### src/rtl/wb_arb_pkg.sv
// Shared types for the write-back port arbiter: FSM states, grant sources and the
// register-write entry carried through the unit-result FIFO.
package wb_arb_pkg;

   localparam int DATA_W = 32;
   localparam int ADDR_W = 5;

   typedef enum logic [1:0] {RUN, DRAIN, HALT} arb_state_e;

   typedef enum logic [1:0] {G_NONE, G_PIPE, G_FIFO} grant_src_e;

   typedef struct packed {
      logic [ADDR_W-1:0] addr;
      logic [DATA_W-1:0] data;
   } wb_entry_t;

endpackage

### src/rtl/wb_port_arbiter_if.sv
// Pipeline, multi-cycle-unit and register-file signals of the write-back port arbiter.
// slave = arbiter side, master = the surrounding core (or a bench).
interface wb_port_arbiter_if;
   import wb_arb_pkg::*;

   logic              pipe_wb_en;
   logic [ADDR_W-1:0] pipe_wb_addr;
   logic [DATA_W-1:0] pipe_wb_data;
   logic              pipe_brk;
   logic              pipe_stall;
   logic              mc_valid;
   logic [ADDR_W-1:0] mc_addr;
   logic [DATA_W-1:0] mc_data;
   logic              mc_ready;
   logic              rf_we;
   logic [ADDR_W-1:0] rf_waddr;
   logic [DATA_W-1:0] rf_wdata;
   logic              halted;

   modport slave (
      input  pipe_wb_en, pipe_wb_addr, pipe_wb_data, pipe_brk,
      input  mc_valid, mc_addr, mc_data,
      output pipe_stall, mc_ready, rf_we, rf_waddr, rf_wdata, halted
   );

   modport master (
      output pipe_wb_en, pipe_wb_addr, pipe_wb_data, pipe_brk,
      output mc_valid, mc_addr, mc_data,
      input  pipe_stall, mc_ready, rf_we, rf_waddr, rf_wdata, halted
   );

endinterface

### src/rtl/wb_arb_fifo.sv
// Unit-result FIFO: circular buffer with occupancy count, head output and a per-entry
// address-match vector so the arbiter can detect write-order hazards against the pipeline.
module wb_arb_fifo
   import wb_arb_pkg::*;
#(
   parameter int DEPTH = 2
) (
   input  logic              clk,
   input  logic              rst,
   input  logic              push,
   input  wb_entry_t         push_entry,
   input  logic              pop,
   input  logic [ADDR_W-1:0] cmp_addr,
   output wb_entry_t         head,
   output logic              full,
   output logic              empty,
   output logic [DEPTH-1:0]  addr_match
);

   localparam int PTR_W = $clog2(DEPTH);

   wb_entry_t        mem_q [DEPTH];
   logic [PTR_W-1:0] wr_ptr_q, wr_ptr_d;
   logic [PTR_W-1:0] rd_ptr_q, rd_ptr_d;
   logic [PTR_W:0]   count_q, count_d;
   logic [PTR_W-1:0] offset;
   logic             do_push, do_pop;

   assign full    = (count_q == (PTR_W+1)'(DEPTH));
   assign empty   = (count_q == '0);
   assign do_push = push && !full;
   assign do_pop  = pop && !empty;
   assign head    = mem_q[rd_ptr_q];

   // NOTE: every variable gets its default before any branch, so no latch is inferred.
   always_comb begin
      wr_ptr_d = wr_ptr_q;
      rd_ptr_d = rd_ptr_q;
      count_d  = count_q;
      if (do_push) wr_ptr_d = wr_ptr_q + PTR_W'(1);
      if (do_pop)  rd_ptr_d = rd_ptr_q + PTR_W'(1);
      case ({do_push, do_pop})
         2'b10:   count_d = count_q + (PTR_W+1)'(1);
         2'b01:   count_d = count_q - (PTR_W+1)'(1);
         default: count_d = count_q;
      endcase
   end

   // An entry is live when its distance from the read pointer is below the occupancy.
   always_comb begin
      addr_match = '0;
      offset     = '0;
      for (int i = 0; i < DEPTH; i++) begin
         offset = PTR_W'(i) - rd_ptr_q;
         if (({1'b0, offset} < count_q) && (mem_q[i].addr == cmp_addr))
            addr_match[i] = 1'b1;
      end
   end

   // NOTE: sequential state uses non-blocking assignments so all flops update together.
   always_ff @(posedge clk or negedge rst) begin
      if (!rst) begin
         wr_ptr_q <= '0;
         rd_ptr_q <= '0;
         count_q  <= '0;
      end else begin
         wr_ptr_q <= wr_ptr_d;
         rd_ptr_q <= rd_ptr_d;
         count_q  <= count_d;
      end
   end

   // NOTE: storage is not reset; occupancy alone decides which entries are meaningful.
   always_ff @(posedge clk) begin
      if (do_push) mem_q[wr_ptr_q] <= push_entry;
   end

endmodule

### src/rtl/wb_port_arbiter.sv
// Register-file write-port arbiter: merges pipeline and unit write-backs, prevents starvation,
// keeps order on address hazards and sequences the BREAK drain/halt. Optional stats: WB_ARB_STATS_EN.
module wb_port_arbiter
   import wb_arb_pkg::*;
#(
   parameter int FIFO_DEPTH   = 2,
   parameter int STARVE_LIMIT = 4
) (
   input  logic               clk,
   input  logic               rst,
   wb_port_arbiter_if.slave   bus
`ifdef WB_ARB_STATS_EN
   ,
   output logic [31:0]        stat_pipe_wr,
   output logic [31:0]        stat_mc_wr,
   output logic [31:0]        stat_stall_cyc
`endif
);

   localparam int STARVE_W = $clog2(STARVE_LIMIT + 1);
   localparam logic [STARVE_W-1:0] LIMIT = STARVE_W'(STARVE_LIMIT);

   arb_state_e          state_q, state_d;
   logic [STARVE_W-1:0] starve_q, starve_d;
   logic                rf_we_q, rf_we_d;
   logic [ADDR_W-1:0]   rf_waddr_q, rf_waddr_d;
   logic [DATA_W-1:0]   rf_wdata_q, rf_wdata_d;

   grant_src_e          grant;
   wb_entry_t           fifo_head, pipe_entry, win;
   logic                fifo_full, fifo_empty, fifo_push, fifo_pop;
   logic [FIFO_DEPTH-1:0] addr_match;
   logic                hazard, starved, pipe_stall, mc_ready;

   wb_arb_fifo #(.DEPTH(FIFO_DEPTH)) u_fifo (
      .clk        (clk),
      .rst        (rst),
      .push       (fifo_push),
      .push_entry ('{addr: bus.mc_addr, data: bus.mc_data}),
      .pop        (fifo_pop),
      .cmp_addr   (bus.pipe_wb_addr),
      .head       (fifo_head),
      .full       (fifo_full),
      .empty      (fifo_empty),
      .addr_match (addr_match)
   );

   always_comb begin
      grant      = G_NONE;
      pipe_stall = 1'b0;
      mc_ready   = 1'b0;
      state_d    = state_q;
      starve_d   = starve_q;
      pipe_entry = '{addr: bus.pipe_wb_addr, data: bus.pipe_wb_data};
      hazard     = bus.pipe_wb_en && (|addr_match);
      starved    = !fifo_empty && (starve_q == LIMIT);

      if (state_q == HALT) begin
         pipe_stall = 1'b1;
      end else begin
         mc_ready = !fifo_full;
         if (!fifo_empty && (starved || hazard || state_q == DRAIN)) grant = G_FIFO;
         else if (state_q == RUN && bus.pipe_wb_en)                grant = G_PIPE;
         else if (!fifo_empty)                                     grant = G_FIFO;

         // In RUN the head can only beat a live pipeline request via starvation or hazard.
         pipe_stall = (state_q == DRAIN) || (bus.pipe_wb_en && grant == G_FIFO);

         if (fifo_empty || grant == G_FIFO) starve_d = '0;
         else if (starve_q != LIMIT)        starve_d = starve_q + STARVE_W'(1);

         if (state_q == RUN && bus.pipe_brk && !pipe_stall)          state_d = DRAIN;
         else if (state_q == DRAIN && fifo_empty && !bus.mc_valid)   state_d = HALT;
      end

      win        = (grant == G_FIFO) ? fifo_head : pipe_entry;
      rf_we_d    = (grant != G_NONE) && (win.addr != '0);
      rf_waddr_d = (grant != G_NONE) ? win.addr : rf_waddr_q;
      rf_wdata_d = (grant != G_NONE) ? win.data : rf_wdata_q;
   end

   assign fifo_push = bus.mc_valid && mc_ready;
   assign fifo_pop  = (grant == G_FIFO);

   always_ff @(posedge clk or negedge rst) begin
      if (!rst) begin
         state_q    <= RUN;
         starve_q   <= '0;
         rf_we_q    <= 1'b0;
         rf_waddr_q <= '0;
         rf_wdata_q <= '0;
      end else begin
         state_q    <= state_d;
         starve_q   <= starve_d;
         rf_we_q    <= rf_we_d;
         rf_waddr_q <= rf_waddr_d;
         rf_wdata_q <= rf_wdata_d;
      end
   end

   assign bus.pipe_stall = pipe_stall;
   assign bus.mc_ready   = mc_ready;
   assign bus.rf_we      = rf_we_q;
   assign bus.rf_waddr   = rf_waddr_q;
   assign bus.rf_wdata   = rf_wdata_q;
   assign bus.halted     = (state_q == HALT);

`ifdef WB_ARB_STATS_EN
   grant_src_e  src_q;
   logic [31:0] stat_pipe_wr_q, stat_pipe_wr_d;
   logic [31:0] stat_mc_wr_q, stat_mc_wr_d;
   logic [31:0] stat_stall_cyc_q, stat_stall_cyc_d;

   // Source is registered alongside rf_we so counts track writes actually issued.
   always_comb begin
      stat_pipe_wr_d   = stat_pipe_wr_q;
      stat_mc_wr_d     = stat_mc_wr_q;
      stat_stall_cyc_d = stat_stall_cyc_q;
      if (rf_we_q && src_q == G_PIPE && stat_pipe_wr_q != '1)
         stat_pipe_wr_d = stat_pipe_wr_q + 32'd1;
      if (rf_we_q && src_q == G_FIFO && stat_mc_wr_q != '1)
         stat_mc_wr_d = stat_mc_wr_q + 32'd1;
      if (pipe_stall && state_q != HALT && stat_stall_cyc_q != '1)
         stat_stall_cyc_d = stat_stall_cyc_q + 32'd1;
   end

   always_ff @(posedge clk or negedge rst) begin
      if (!rst) begin
         src_q            <= G_NONE;
         stat_pipe_wr_q   <= '0;
         stat_mc_wr_q     <= '0;
         stat_stall_cyc_q <= '0;
      end else begin
         src_q            <= grant;
         stat_pipe_wr_q   <= stat_pipe_wr_d;
         stat_mc_wr_q     <= stat_mc_wr_d;
         stat_stall_cyc_q <= stat_stall_cyc_d;
      end
   end

   assign stat_pipe_wr   = stat_pipe_wr_q;
   assign stat_mc_wr     = stat_mc_wr_q;
   assign stat_stall_cyc = stat_stall_cyc_q;
`endif

endmodule

### src/flat_wrapper.sv
// flat-port wrapper written by rule: the top's interface ports become plain ports
module wb_port_arbiter_flat import wb_arb_pkg::*;
#(
   parameter int FIFO_DEPTH   = 2,
   parameter int STARVE_LIMIT = 4
)
  (clk, rst, bus_pipe_wb_en, bus_pipe_wb_addr, bus_pipe_wb_data, bus_pipe_brk, bus_mc_valid, bus_mc_addr, bus_mc_data, bus_pipe_stall, bus_mc_ready, bus_rf_we, bus_rf_waddr, bus_rf_wdata, bus_halted);
  wb_port_arbiter_if bus_i ();
  input  logic clk;
  input  logic rst;
  input wire logic [$bits(bus_i.pipe_wb_en)-1:0] bus_pipe_wb_en;
  input wire logic [$bits(bus_i.pipe_wb_addr)-1:0] bus_pipe_wb_addr;
  input wire logic [$bits(bus_i.pipe_wb_data)-1:0] bus_pipe_wb_data;
  input wire logic [$bits(bus_i.pipe_brk)-1:0] bus_pipe_brk;
  input wire logic [$bits(bus_i.mc_valid)-1:0] bus_mc_valid;
  input wire logic [$bits(bus_i.mc_addr)-1:0] bus_mc_addr;
  input wire logic [$bits(bus_i.mc_data)-1:0] bus_mc_data;
  output wire logic [$bits(bus_i.pipe_stall)-1:0] bus_pipe_stall;
  output wire logic [$bits(bus_i.mc_ready)-1:0] bus_mc_ready;
  output wire logic [$bits(bus_i.rf_we)-1:0] bus_rf_we;
  output wire logic [$bits(bus_i.rf_waddr)-1:0] bus_rf_waddr;
  output wire logic [$bits(bus_i.rf_wdata)-1:0] bus_rf_wdata;
  output wire logic [$bits(bus_i.halted)-1:0] bus_halted;
  assign bus_i.pipe_wb_en = bus_pipe_wb_en;
  assign bus_i.pipe_wb_addr = bus_pipe_wb_addr;
  assign bus_i.pipe_wb_data = bus_pipe_wb_data;
  assign bus_i.pipe_brk = bus_pipe_brk;
  assign bus_i.mc_valid = bus_mc_valid;
  assign bus_i.mc_addr = bus_mc_addr;
  assign bus_i.mc_data = bus_mc_data;
  assign bus_pipe_stall = bus_i.pipe_stall;
  assign bus_mc_ready = bus_i.mc_ready;
  assign bus_rf_we = bus_i.rf_we;
  assign bus_rf_waddr = bus_i.rf_waddr;
  assign bus_rf_wdata = bus_i.rf_wdata;
  assign bus_halted = bus_i.halted;
  wb_port_arbiter #(.FIFO_DEPTH(FIFO_DEPTH), .STARVE_LIMIT(STARVE_LIMIT)) u_core (.clk(clk), .rst(rst), .bus(bus_i));
endmodule
### config.mk
export PLATFORM = sky130hd
export DESIGN_NAME = wb_port_arbiter_flat
export DESIGN_NICKNAME = d
export VERILOG_FILES = /design/src/rtl/wb_arb_pkg.sv /design/src/rtl/wb_port_arbiter_if.sv /design/src/rtl/wb_arb_fifo.sv /design/src/rtl/wb_port_arbiter.sv /design/src/flat_wrapper.sv
export SDC_FILE = /design/constraint.sdc
export NUM_CORES = 1
export LEC_CHECK = 0
export ABC_CLOCK_PERIOD_IN_PS = 4720
export CAP_MARGIN = 20
export CORE_MARGIN = 2
export CORE_UTILIZATION = 45
export CTS_BUF_LIST = sky130_fd_sc_hd__clkbuf_4 sky130_fd_sc_hd__clkbuf_8
export DETAILED_ROUTE_END_ITERATION = 10
export GPL_ROUTABILITY_DRIVEN = 0
export HOLD_SLACK_MARGIN = 0.02
export PLACE_DENSITY_LB_ADDON = 0.15
export SLEW_MARGIN = 25
export SYNTH_ARGS = -nofsm -noshare
export SYNTH_HDL_FRONTEND = slang
export SYNTH_SLANG_ARGS = --single-unit
export TNS_END_PERCENT = 20
### constraint.sdc
create_clock -name clk -period 4.72 [get_ports clk]
set_clock_uncertainty 0.05 [all_clocks]
set_input_delay 0.944 -clock clk [delete_from_list [all_inputs] [get_ports clk]]
set_output_delay 0.944 -clock clk [all_outputs]
set_load 0.02 [all_outputs]
# Yosys cells after proc, flatten, opt, wreduce, memory -nomap -nowiden

Memory sizes are Yosys's and may differ from the RTL's.
Index checks and enable logic that the tools add are counted.

Register bits: 47
RAM bits: 74
Input port bits: 79
Output and inout bits: 41
Word-level logic and storage cells: 80
Memories: 1

Memories:

| memory              | depth | width | rd ports | clocked after memory_dff | wr ports | line              | source |
|---|---|---|---|---|---|---|---|
| u_core.u_fifo.mem_q | 2     | 37    | 3        | 0                        | 1        | wb_arb_fifo.sv:22 | `wb_entry_t mem_q [DEPTH];` |

$add $sub $neg: 7
$lt $le $gt $ge: 2
Equality and inequality tests: 11
Muxes and demuxes: 17
Bitwise logic cells: 1
Reductions and logical operators: 33

Operators with widths:

| cell                                                | count |
|---|---|
| 2-to-1 mux 37 bit                                   | 1 |
| logical AND 1 bit                                   | 15 |
| 2-to-1 mux 2 bit                                    | 7 |
| equality test 2 bit, second input constant          | 5 |
| equality test 5 bit                                 | 2 |
| nonzero test 2 bit                                  | 4 |
| 2-to-1 mux 1 bit                                    | 6 |
| 2-to-1 mux 3 bit                                    | 2 |
| nonzero test 5 bit                                  | 1 |
| equality test 2 x 1 -> 1 bit, second input constant | 2 |
| zero test 1 bit                                     | 4 |
| zero test 2 bit                                     | 2 |
| logical OR 1 bit                                    | 4 |
| < comparator 1 x 2 -> 1 bit                         | 2 |
| one-hot mux 2 bit (2 select lines)                  | 1 |
| AND reduction 2 bit                                 | 2 |
| adder 3 x 1 -> 3 bit, second input constant         | 1 |
| equality test 3 bit, second input constant          | 1 |
| != test 3 bit, second input constant                | 1 |
| adder 1 bit, second input constant                  | 2 |
| adder 2 x 1 -> 2 bit, second input constant         | 1 |
| OR reduction 2 bit                                  | 1 |
| subtractor 1 bit, first input constant              | 2 |
| subtractor 2 x 1 -> 2 bit, second input constant    | 1 |
| NOT 1 bit                                           | 1 |

# Depth between registers and ports, before layout

Gate-level depths: netlist of run 1.

Word-level depth: 18
Gate-level depth with buffers: 12
Gate-level depth less buffers: 10

# Cells and area by module

From an unflattened synthesis of run 1, not the netlist that was laid out.

Cell total of the unflattened synthesis: 354
Area, all modules: 5016.1 µm²

Modules (own cells, without submodules):

| module          | times used | cells an instance | area each (µm²) | seq. area each (µm²) |
|---|---|---|---|---|
| wb_arb_fifo     | 1          | 151               | 3001.6          | 2322.2 |
| wb_port_arbiter | 1          | 203               | 2014.4          | 1076.0 |

# Worst setup path before layout of run 1

Ideal clock, no wire load.

Path kind: register -> register
Start point: register u_core.state_q[0]
End point: memory u_core.u_fifo.mem_q[0][0] (netlist name), enable pin
Library setup time: 0.431 ns
Data arrival time: 2.963 ns
Data required time: 4.239 ns
Setup slack: 1.275 ns
Cell stages (with the launch flop): 6
Path buffers: 0
Clock period less this slack: 3.445 ns
Cells stage by stage: dfrtp_1 nand2b_1 inv_1 a21oi_1 nand2_1 nor2_1

Cells in the longest elaborated chain, start to end: 6

Ends and longest elaborated chain:

| what                                   | line                  | source |
|---|---|---|
| from (decl)                            | wb_port_arbiter.sv:23 | `arb_state_e state_q, state_d;` |
| from (signal assigned)                 | wb_port_arbiter.sv:93 | `state_q <= state_d;` |
| equality test 2 bit                    | --                    |  |
| net bus_halted                         | flat_wrapper.sv:23    | `output wire logic [$bits(bus_i.halted)-1:0] bus_halted;` |
| 2-to-1 mux 1 bit                       | wb_port_arbiter.sv:58 | `if (state_q == HALT) begin` |
| net bus_mc_ready                       | flat_wrapper.sv:19    | `output wire logic [$bits(bus_i.mc_ready)-1:0] bus_mc_ready;` |
| logical AND 1 bit                      | wb_port_arbiter.sv:82 | `assign fifo_push = bus.mc_valid && mc_ready;` |
| logical AND 1 bit                      | wb_arb_fifo.sv:31     | `assign do_push = push && !full;` |
| 2-to-1 mux 1 bit                       | wb_arb_fifo.sv:75     | `if (do_push) mem_q[wr_ptr_q] <= push_entry;` |
| 2-to-1 mux 1 bit (implied by the code) | wb_arb_fifo.sv:75     |  |
| to (decl)                              | wb_arb_fifo.sv:22     |  |

The timed path passes the listed nets, and every way through them passes these cells.

# Final worst setup path of run 1

Start point: input bus_pipe_wb_addr[3]
End point: output bus_pipe_stall

Cells in the longest elaborated chain, start to end: 14
Elaborated cells between the ends (all ways): 17
Those cells by class: eq/ne (3); mux (5); reduce/logical (9)

Ends and longest elaborated chain:

| what                            | line                  | source |
|---|---|---|
| from (decl)                     | flat_wrapper.sv:12    | `input wire logic [$bits(bus_i.pipe_wb_addr)-1:0] bus_pipe_wb_addr;` |
| equality test 5 bit             | wb_arb_fifo.sv:55     | `if (({1'b0, offset} < count_q) && (mem_q[i].addr == cmp_addr))` |
| logical AND 1 bit               | wb_arb_fifo.sv:55     |  |
| 2-to-1 mux 1 bit                | wb_arb_fifo.sv:55     |  |
| OR reduction 2 bit *            | wb_port_arbiter.sv:55 | `hazard = bus.pipe_wb_en && (\|addr_match);` |
| logical AND 1 bit *             | wb_port_arbiter.sv:55 |  |
| logical OR 1 bit * (2 in a row) | wb_port_arbiter.sv:62 | `if (!fifo_empty && (starved \|\| hazard \|\| state_q == DRAIN)) grant = G_FIFO;` |
| logical AND 1 bit *             | wb_port_arbiter.sv:62 |  |
| 2-to-1 mux 2 bit *              | wb_port_arbiter.sv:62 |  |
| 2-to-1 mux 2 bit *              | wb_port_arbiter.sv:58 |  |
| equality test 2 bit *           | wb_port_arbiter.sv:67 | `pipe_stall = (state_q == DRAIN) \|\| (bus.pipe_wb_en && grant == G_FIFO);` |
| logical AND 1 bit *             | wb_port_arbiter.sv:67 |  |
| logical OR 1 bit *              | wb_port_arbiter.sv:67 |  |
| 2-to-1 mux 1 bit *              | wb_port_arbiter.sv:58 |  |
| to (decl)                       | flat_wrapper.sv:18    | `output wire logic [$bits(bus_i.pipe_stall)-1:0] bus_pipe_stall;` |

Mark *: on every way between the ends. The rest lies on a longest branch, timed or not. The select of a mux whose other input is x is not followed.

==> results.py, run 1 <==
metrics = {
    "timing": {
        "period_minus_slack_ns": 4.286,
        "maxSlewHeadroom": 0.2760,
        "hold_viol": 0,
        "rsz0062_at_grt": "false",
        "slew_violations": 0,
        "fmaxAchievable_ghz": 0.2333,
        "setup_viol": 0,
        "period_share": 0.9080,
        "fin_tns_setup_ns": 0,
        "worstMarginPinSlew_ns": 1.083,
    },
    "yosys": {
        "synth_area_leader_cell": "edfxtp_1",
        "synth.top_cell.area_share": 0.3565,
        "synthCells": 512,
        "synth_area_um2": 6233,
        "synth_area_per_cell_um2": 12.17,
        "synth_cell_types": 41,
        "synthesis.nets": 594,
        "synth.area.top_cells": "edfxtp_1 36%, dfrtp_1 19%, mux2_2 6.7%",
        "yosysSeqAreaShare": 0.5452,
        "synth_warnings": 0,
        "yosys_register_bits": 121,
    },
    "run": {
        "maxCapViolations": 0,
    },
    "worst_setup_path": {
        "cp_common_cell": "clkdlybuf4s50_1",
        "crit_fanout": 4,
        "path_buf_inv": 2,
        "crit_family": "buffers and inverters",
        "r2r_slack_ns": 1.69,
        "slowest_stage": "clkdlybuf4s50_1",
        "cp_data_arrival_time_ns": 3.29,
        "worst-r2r-cell-count": 8,
        "critPathKind": "in -> out",
        "timing.rr.start": "u_core.u_fifo.rd_ptr_q$_DFFE_PN0P_",
        "crit_required_ns": 3.73,
        "start_kind": "primary input",
        "slowest_delay_ns": 0.60,
        "crit_path_end_kind": "output port",
        "rr_endpoint": "u_core.bus.rf_we$_DFF_PN0_",
        "cp_cell_sequence": "clkdlybuf4s50_1, xnor2_1, o21ai_1, o41a_2, a21oi_1, o31a_1, clkdlybuf4s50_1",
    },
    "clocking": {
        "post_cts_buffers": 0,
        "cts_sinks": 121,
        "cts_root_buf": "clkbuf_8",
        "htree_levels": 4,
        "post_cts_resized": 0,
        "hold_buffers": 0,
        "clk_path_buf_depth": 2,
        "cts_tree": "built",
        "clkTransAtPathRegs_ns": 0.07,
        "clkLatencyLatePin_ns": 0.45,
        "numCtsBuffers": 17,
    },
    "drt": {
        "antenna_left": 0,
        "drt_wl_total_um": 17640,
        "route.detailed.drc": 0,
        "viasPerCell": 6.379,
        "first_pass_iters": 5,
        "num_vias": 5097,
        "drt-initial-drc-count": 633,
        "wl_per_cell_um": 22.08,
    },
    "final_layout": {
        "syn_to_final_growth_pct": 28.10,
        "antenna_cells": 0,
        "nets": 688,
        "drive_above_1_share": 0.1696,
        "layout_commonest_cell": "clkdlybuf4s50_1",
        "final_cell_mix": "118 x clkdlybuf4s50_1, 74 x edfxtp_1, 46 x dfrtp_1",
        "final_cells": 799,
    },
    "power": {
        "switching_share": 0.3958,
        "powerDensity_nw_per_um2": 637.7,
        "pwr-share-seq": 0.337,
        "power_frac_clock": 0.181,
        "comb_power_share": 0.482,
        "internal_power_mw": 3.077,
        "p_sw_mw": 2.016,
        "leakage_nw": 2.573,
        "ir_drop_uv": 311.8,
    },
    "floorplanning": {
        "die_w_um": 121.7,
        "die_y_um": 121.7,
        "start_util": 0.4544,
        "fp.dieArea_um2": 14810,
        "io-pin-count": 120,
        "coreArea_um2": 13720,
        "core.rowCount": 43,
    },
    "min_path": {
        "min_to": "u_core.u_fifo.wr_ptr_q$_DFFE_PN0P_",
        "hp-start": "u_core.u_fifo.wr_ptr_q$_DFFE_PN0P_",
        "hold_depth": 1,
        "hold_path_class": "reg -> reg",
    },
    "place": {
        "place_hpwl_um": 10180,
        "dp.cells": 767,
        "port_buffers": 119,
    },
    "global_route": {
        "gr-total-overflow": 0,
        "grt_max_degree": 80,
        "antenna_found_initial": 0,
        "gr-usage-all-layers": 0.2450,
        "grt_pass1_wl_um": 27520,
        "first_global_vias": 5323,
    },
    "outcome": {
        "outcome": "completed",
    },
}
==> how the worst max path moves through the flow <==
stage / startpoint / endpoint / slack (ns) / cells after the start
finish: bus_pipe_wb_addr[3] / bus_pipe_stall / 0.43 / 7
global route: bus_pipe_wb_addr[3] / bus_pipe_stall / 0.31 / 7
CTS: bus_pipe_wb_addr[3] / bus_pipe_stall / 0.40 / 7
detailed placement: bus_pipe_wb_addr[3] / bus_pipe_stall / 0.42 / 7
global placement: bus_pipe_wb_addr[3] / bus_pipe_stall / 0.52 / 7
floorplan: u_core.state_q[0]$_DFFE_PN0P_ / u_core.u_fifo.mem_q[0][0]$_DFFE_PP_ / 1.28 / 5
==> cell type report <==
type	instances	area (um2)
multi-input cells	327	2638
flip-flops and latches	121	3400
inverters	6	22.52
clock inverters	10	98.84
clock buffers	22	290.3
well taps	180	225.2
fillers	1108	5734
repair buffers	133	1311
==> flip-flops by register name, summed over array words and instances (netlist names) <==
signal	count
u_core.bus.rf_waddr	5
u_core.bus.rf_wdata	32
u_core.bus.rf_we	1
u_core.starve_q	3
u_core.state_q	2
u_core.u_fifo.count_q	2
u_core.u_fifo.mem_q	74
u_core.u_fifo.rd_ptr_q	1
u_core.u_fifo.wr_ptr_q	1
==> cells by family after synthesis <==
family                   Yosys count  synth area share
AO/OA/AOI/OAI                    166            0.2324
flip-flops                       121            0.5452
buffers and inverters             64           0.04316
adder cells (fa/ha/maj)            3          0.006022
XOR/XNOR                          15           0.02108
AND/OR/NAND/NOR                  106           0.08531
multiplexers                      37           0.06684
==> power by group through the flow <==
stage	sequential [mW]	combinational (mW)	clock, mW
after CTS	1.72	2.45	0.935
after global routing	1.75	2.63	0.974
after detailed placement	1.74	2.44	0
after floorplan	1.87	1.41	0
after global placement	1.72	2.38	0
final	1.72	2.45	0.923
==> metal layers <==
metal | share of wire | vias up | GRT usage
met4 | 0.023 | 0 | 0.1149
met5 | 0 | - | 0
li1 | - | 2272 | -
met2 | 0.49 | 229 | 0.4136
met3 | 0.068 | 30 | 0.05946
met1 | 0.42 | 2566 | 0.2960
==> stage by stage <==
step	hold slack (ns)	power [mW]	setup WS (ns)	cell area, um2	utilization
2_1_floorplan	0.4108	3.276	1.275	6233	-
3_3_place_gp	0.4796	4.098	0.5196	7565	0.5514
3_5_place_dp	0.4890	4.176	0.4174	7592	0.5534
4_1_cts	0.4987	5.105	0.4006	7981	0.5818
5_1_grt	0.5300	5.359	0.3051	7985	0.5820
6_report	0.5091	5.093	0.4342	7985	0.5820
==> synth_stat cells <==
master / count
edfxtp_1: 74
dfrtp_1: 47
nand2_1: 45
clkbuf_1: 42
a311oi_1: 37
a32oi_1: 37
and2_1: 37
mux2_2: 37
o211ai_1: 37
a41oi_1: 27
a41oi_2: 10
nor2_1: 9
buf_2: 8
xor2_1: 8
xnor2_1: 7
a21oi_1: 6
inv_1: 6
buf_1: 5
ha_1: 3
nand4_1: 3
buf_6: 2
nand2b_1: 2
nand3_1: 2
nor3_1: 2
o21ai_0: 2
o41ai_1: 2
a21boi_0: 1
a21o_1: 1
a31o_1: 1
a32o_1: 1
and2b_1: 1
and3_1: 1
buf_4: 1
nand3b_1: 1
nor2b_1: 1
nor4_2: 1
o21ai_1: 1
o31a_1: 1
o31ai_1: 1
o41a_1: 1
or2_0: 1
==> worst register-to-register path: cells and delay by family, from the launching register on <==
| kind | cells | cell delay [ns] |
|---|---|---|
| AO/OA/AOI/OAI | 4 | 0.90 |
| AND/OR/NAND/NOR | 1 | 0.36 |
| flip-flops | 1 | 0.36 |
| buffers and inverters | 3 | 1.25 |
No activity file was read; power rests on OpenSTA's default activity.
==> run 2, diff against run 1 <==
--- a/config.mk
+++ b/config.mk
@@ -14,7 +14,6 @@
 export GPL_ROUTABILITY_DRIVEN = 0
 export HOLD_SLACK_MARGIN = 0.02
 export PLACE_DENSITY_LB_ADDON = 0.15
-export SLEW_MARGIN = 25
 export SYNTH_ARGS = -nofsm -noshare
 export SYNTH_HDL_FRONTEND = slang
 export SYNTH_SLANG_ARGS = --single-unit
==> results.py, run 2 (synthesized netlist as in run 1, its figures left out) <==
metrics = {
    "worst_setup_path": {
        "critPathKind": "in -> out",
        "crit_path_end_kind": "output port",
        "crit_required_ns": 3.73,
        "slowest_delay_ns": 0.60,
        "slowest_stage": "clkdlybuf4s50_1",
        "start_kind": "primary input",
        "cp_common_cell": "clkdlybuf4s50_1",
        "cp_data_arrival_time_ns": 3.36,
        "cp_cell_sequence": "clkdlybuf4s50_1, xnor2_1, o21ai_1, o41a_2, a21oi_1, o31a_1, clkdlybuf4s50_1",
        "crit_fanout": 4,
    },
    "final_layout": {
        "layout_commonest_cell": "clkdlybuf4s50_1",
        "final_cell_mix": "118 x clkdlybuf4s50_1, 74 x edfxtp_1, 46 x dfrtp_1",
        "final_cell_area_um2": 7973,
        "top_register": "u_core.u_fifo.mem_q",
        "nFillCells": 1125,
        "syn_to_final_growth_pct": 27.90,
        "multi_input_area_um2": 2634,
        "drive_above_1_share": 0.1729,
        "nets": 688,
        "largest_reg_flops": 74,
        "seqCellArea_um2": 3400,
        "antenna_cells": 0,
        "final_cells": 799,
        "finish.utilization": 0.5811,
    },
    "timing": {
        "rsz0062_at_grt": "false",
        "fin_tns_setup_ns": 0,
        "hold_viol": 0,
        "setup_viol": 0,
        "timing.hold.ws_ns": 0.5094,
        "period_minus_slack_ns": 4.353,
        "slew_violations": 0,
        "maxSlewHeadroom": 0.2792,
        "period_share": 0.9223,
        "fmaxAchievable_ghz": 0.2297,
        "worstMarginPinSlew_ns": 1.079,
        "timing.final.ws_setup_ns": 0.3669,
    },
    "drt": {
        "viasPerCell": 6.304,
        "first_pass_iters": 5,
        "wl_per_cell_um": 22.06,
        "route.detailed.drc": 0,
        "num_vias": 5037,
        "drt_wl_total_um": 17630,
        "drt-initial-drc-count": 517,
        "antenna_left": 0,
    },
    "clocking": {
        "numCtsBuffers": 17,
        "htree_levels": 4,
        "post_cts_buffers": 0,
        "clkLatencyLatePin_ns": 0.43,
        "clk_path_buf_depth": 2,
        "clkTransAtPathRegs_ns": 0.07,
        "cts_tree": "built",
        "cts_root_buf": "clkbuf_8",
        "cts_sinks": 121,
        "post_cts_resized": 0,
        "hold_buffers": 0,
    },
    "floorplanning": {
        "start_util": 0.4544,
        "coreArea_um2": 13720,
        "core.rowCount": 43,
        "io-pin-count": 120,
        "die_y_um": 121.7,
        "die_w_um": 121.7,
        "fp.dieArea_um2": 14810,
    },
    "power": {
        "powerDensity_nw_per_um2": 636.9,
        "p_total_mw": 5.078,
        "leakage_nw": 2.577,
        "ir_drop_uv": 324.4,
    },
    "run": {
        "maxCapViolations": 0,
    },
    "place": {
        "port_buffers": 119,
        "place_hpwl_um": 10080,
        "place_area_um2": 7565,
        "dp.cells": 766,
        "place_ws_ns": 0.4167,
    },
    "global_route": {
        "gr-total-overflow": 0,
        "grt_max_degree": 80,
        "grt_pass1_wl_um": 27310,
        "first_global_vias": 5290,
        "gr-usage-all-layers": 0.2418,
        "antenna_found_initial": 0,
    },
    "outcome": {
        "outcome": "completed",
    },
    "min_path": {
        "hold_path_class": "reg -> reg",
    },
}
[run 2: changes by cell type in the layout (fill, tap and decap cells not counted), sizes merged]
| cell | change |
|---|---|
| clkinvlp | -1 |
| clkinv | -5 |
| bufinv | -1 |
| clkbuf | +7 |
[run 2: metal layers]
layer	share of wire	vias to the layer above	track usage
met5	0	-	0
met4	0.019	0	0.1078
met3	0.075	25	0.05852
met2	0.49	256	0.4077
met1	0.42	2499	0.2952
li1	-	2257	-
[run 2: final timing paths]
| path | cells past startpoint | end | slack [ns] | startpoint |
|---|---|---|---|---|
| setup reg to reg | 9 | u_core.u_fifo.count_q[1]$_DFFE_PN0P_ | 1.81 | u_core.u_fifo.count_q[0]$_DFFE_PN0P_ |
| hold reg to reg | 1 | u_core.u_fifo.wr_ptr_q$_DFFE_PN0P_ | 0.51 | u_core.u_fifo.wr_ptr_q$_DFFE_PN0P_ |
| setup / recovery | 7 | bus_pipe_stall | 0.37 | bus_pipe_wb_addr[3] |
| min in group asynchronous | 2 | u_core.bus.rf_we$_DFF_PN0_ | 0.57 | rst |
| max in group asynchronous | 2 | u_core.u_fifo.rd_ptr_q$_DFFE_PN0P_ | 3.58 | rst |
| hold / removal | 1 | u_core.u_fifo.wr_ptr_q$_DFFE_PN0P_ | 0.51 | u_core.u_fifo.wr_ptr_q$_DFFE_PN0P_ |
[run 2: critical path, delay by kind of cell]
kind / cells / cell delay, ns
compound gates: 4 / 1.05
xor+xnor: 1 / 0.27
buf+inv: 2 / 1.10
[run 2: cell type report]
class,count,share of cell area
clock buffer,29,0.04379
clock inverter,3,0.004865
inverter,6,0.002825
multi-input combinational,327,0.3304
sequential,121,0.4264
tap,180,0.02825
timing repair buffer,133,0.1635
[run 2: where the power goes]
part / switching (mW) / leakage [nW] / internal (mW)
Combinational: 1.40 / 1.16 / 1.06
Clock: 0.388 / 0.207 / 0.517
Sequential: 0.213 / 1.21 / 1.50
==> run 3, diff against run 2 <==
--- a/config.mk
+++ b/config.mk
@@ -5,7 +5,6 @@
 export SDC_FILE = /design/constraint.sdc
 export NUM_CORES = 1
 export LEC_CHECK = 0
-export ABC_CLOCK_PERIOD_IN_PS = 4720
 export CAP_MARGIN = 20
 export CORE_MARGIN = 2
 export CORE_UTILIZATION = 45
==> results of run 3 <==
Final layout, timing and power as in run 2 (identical DEF).
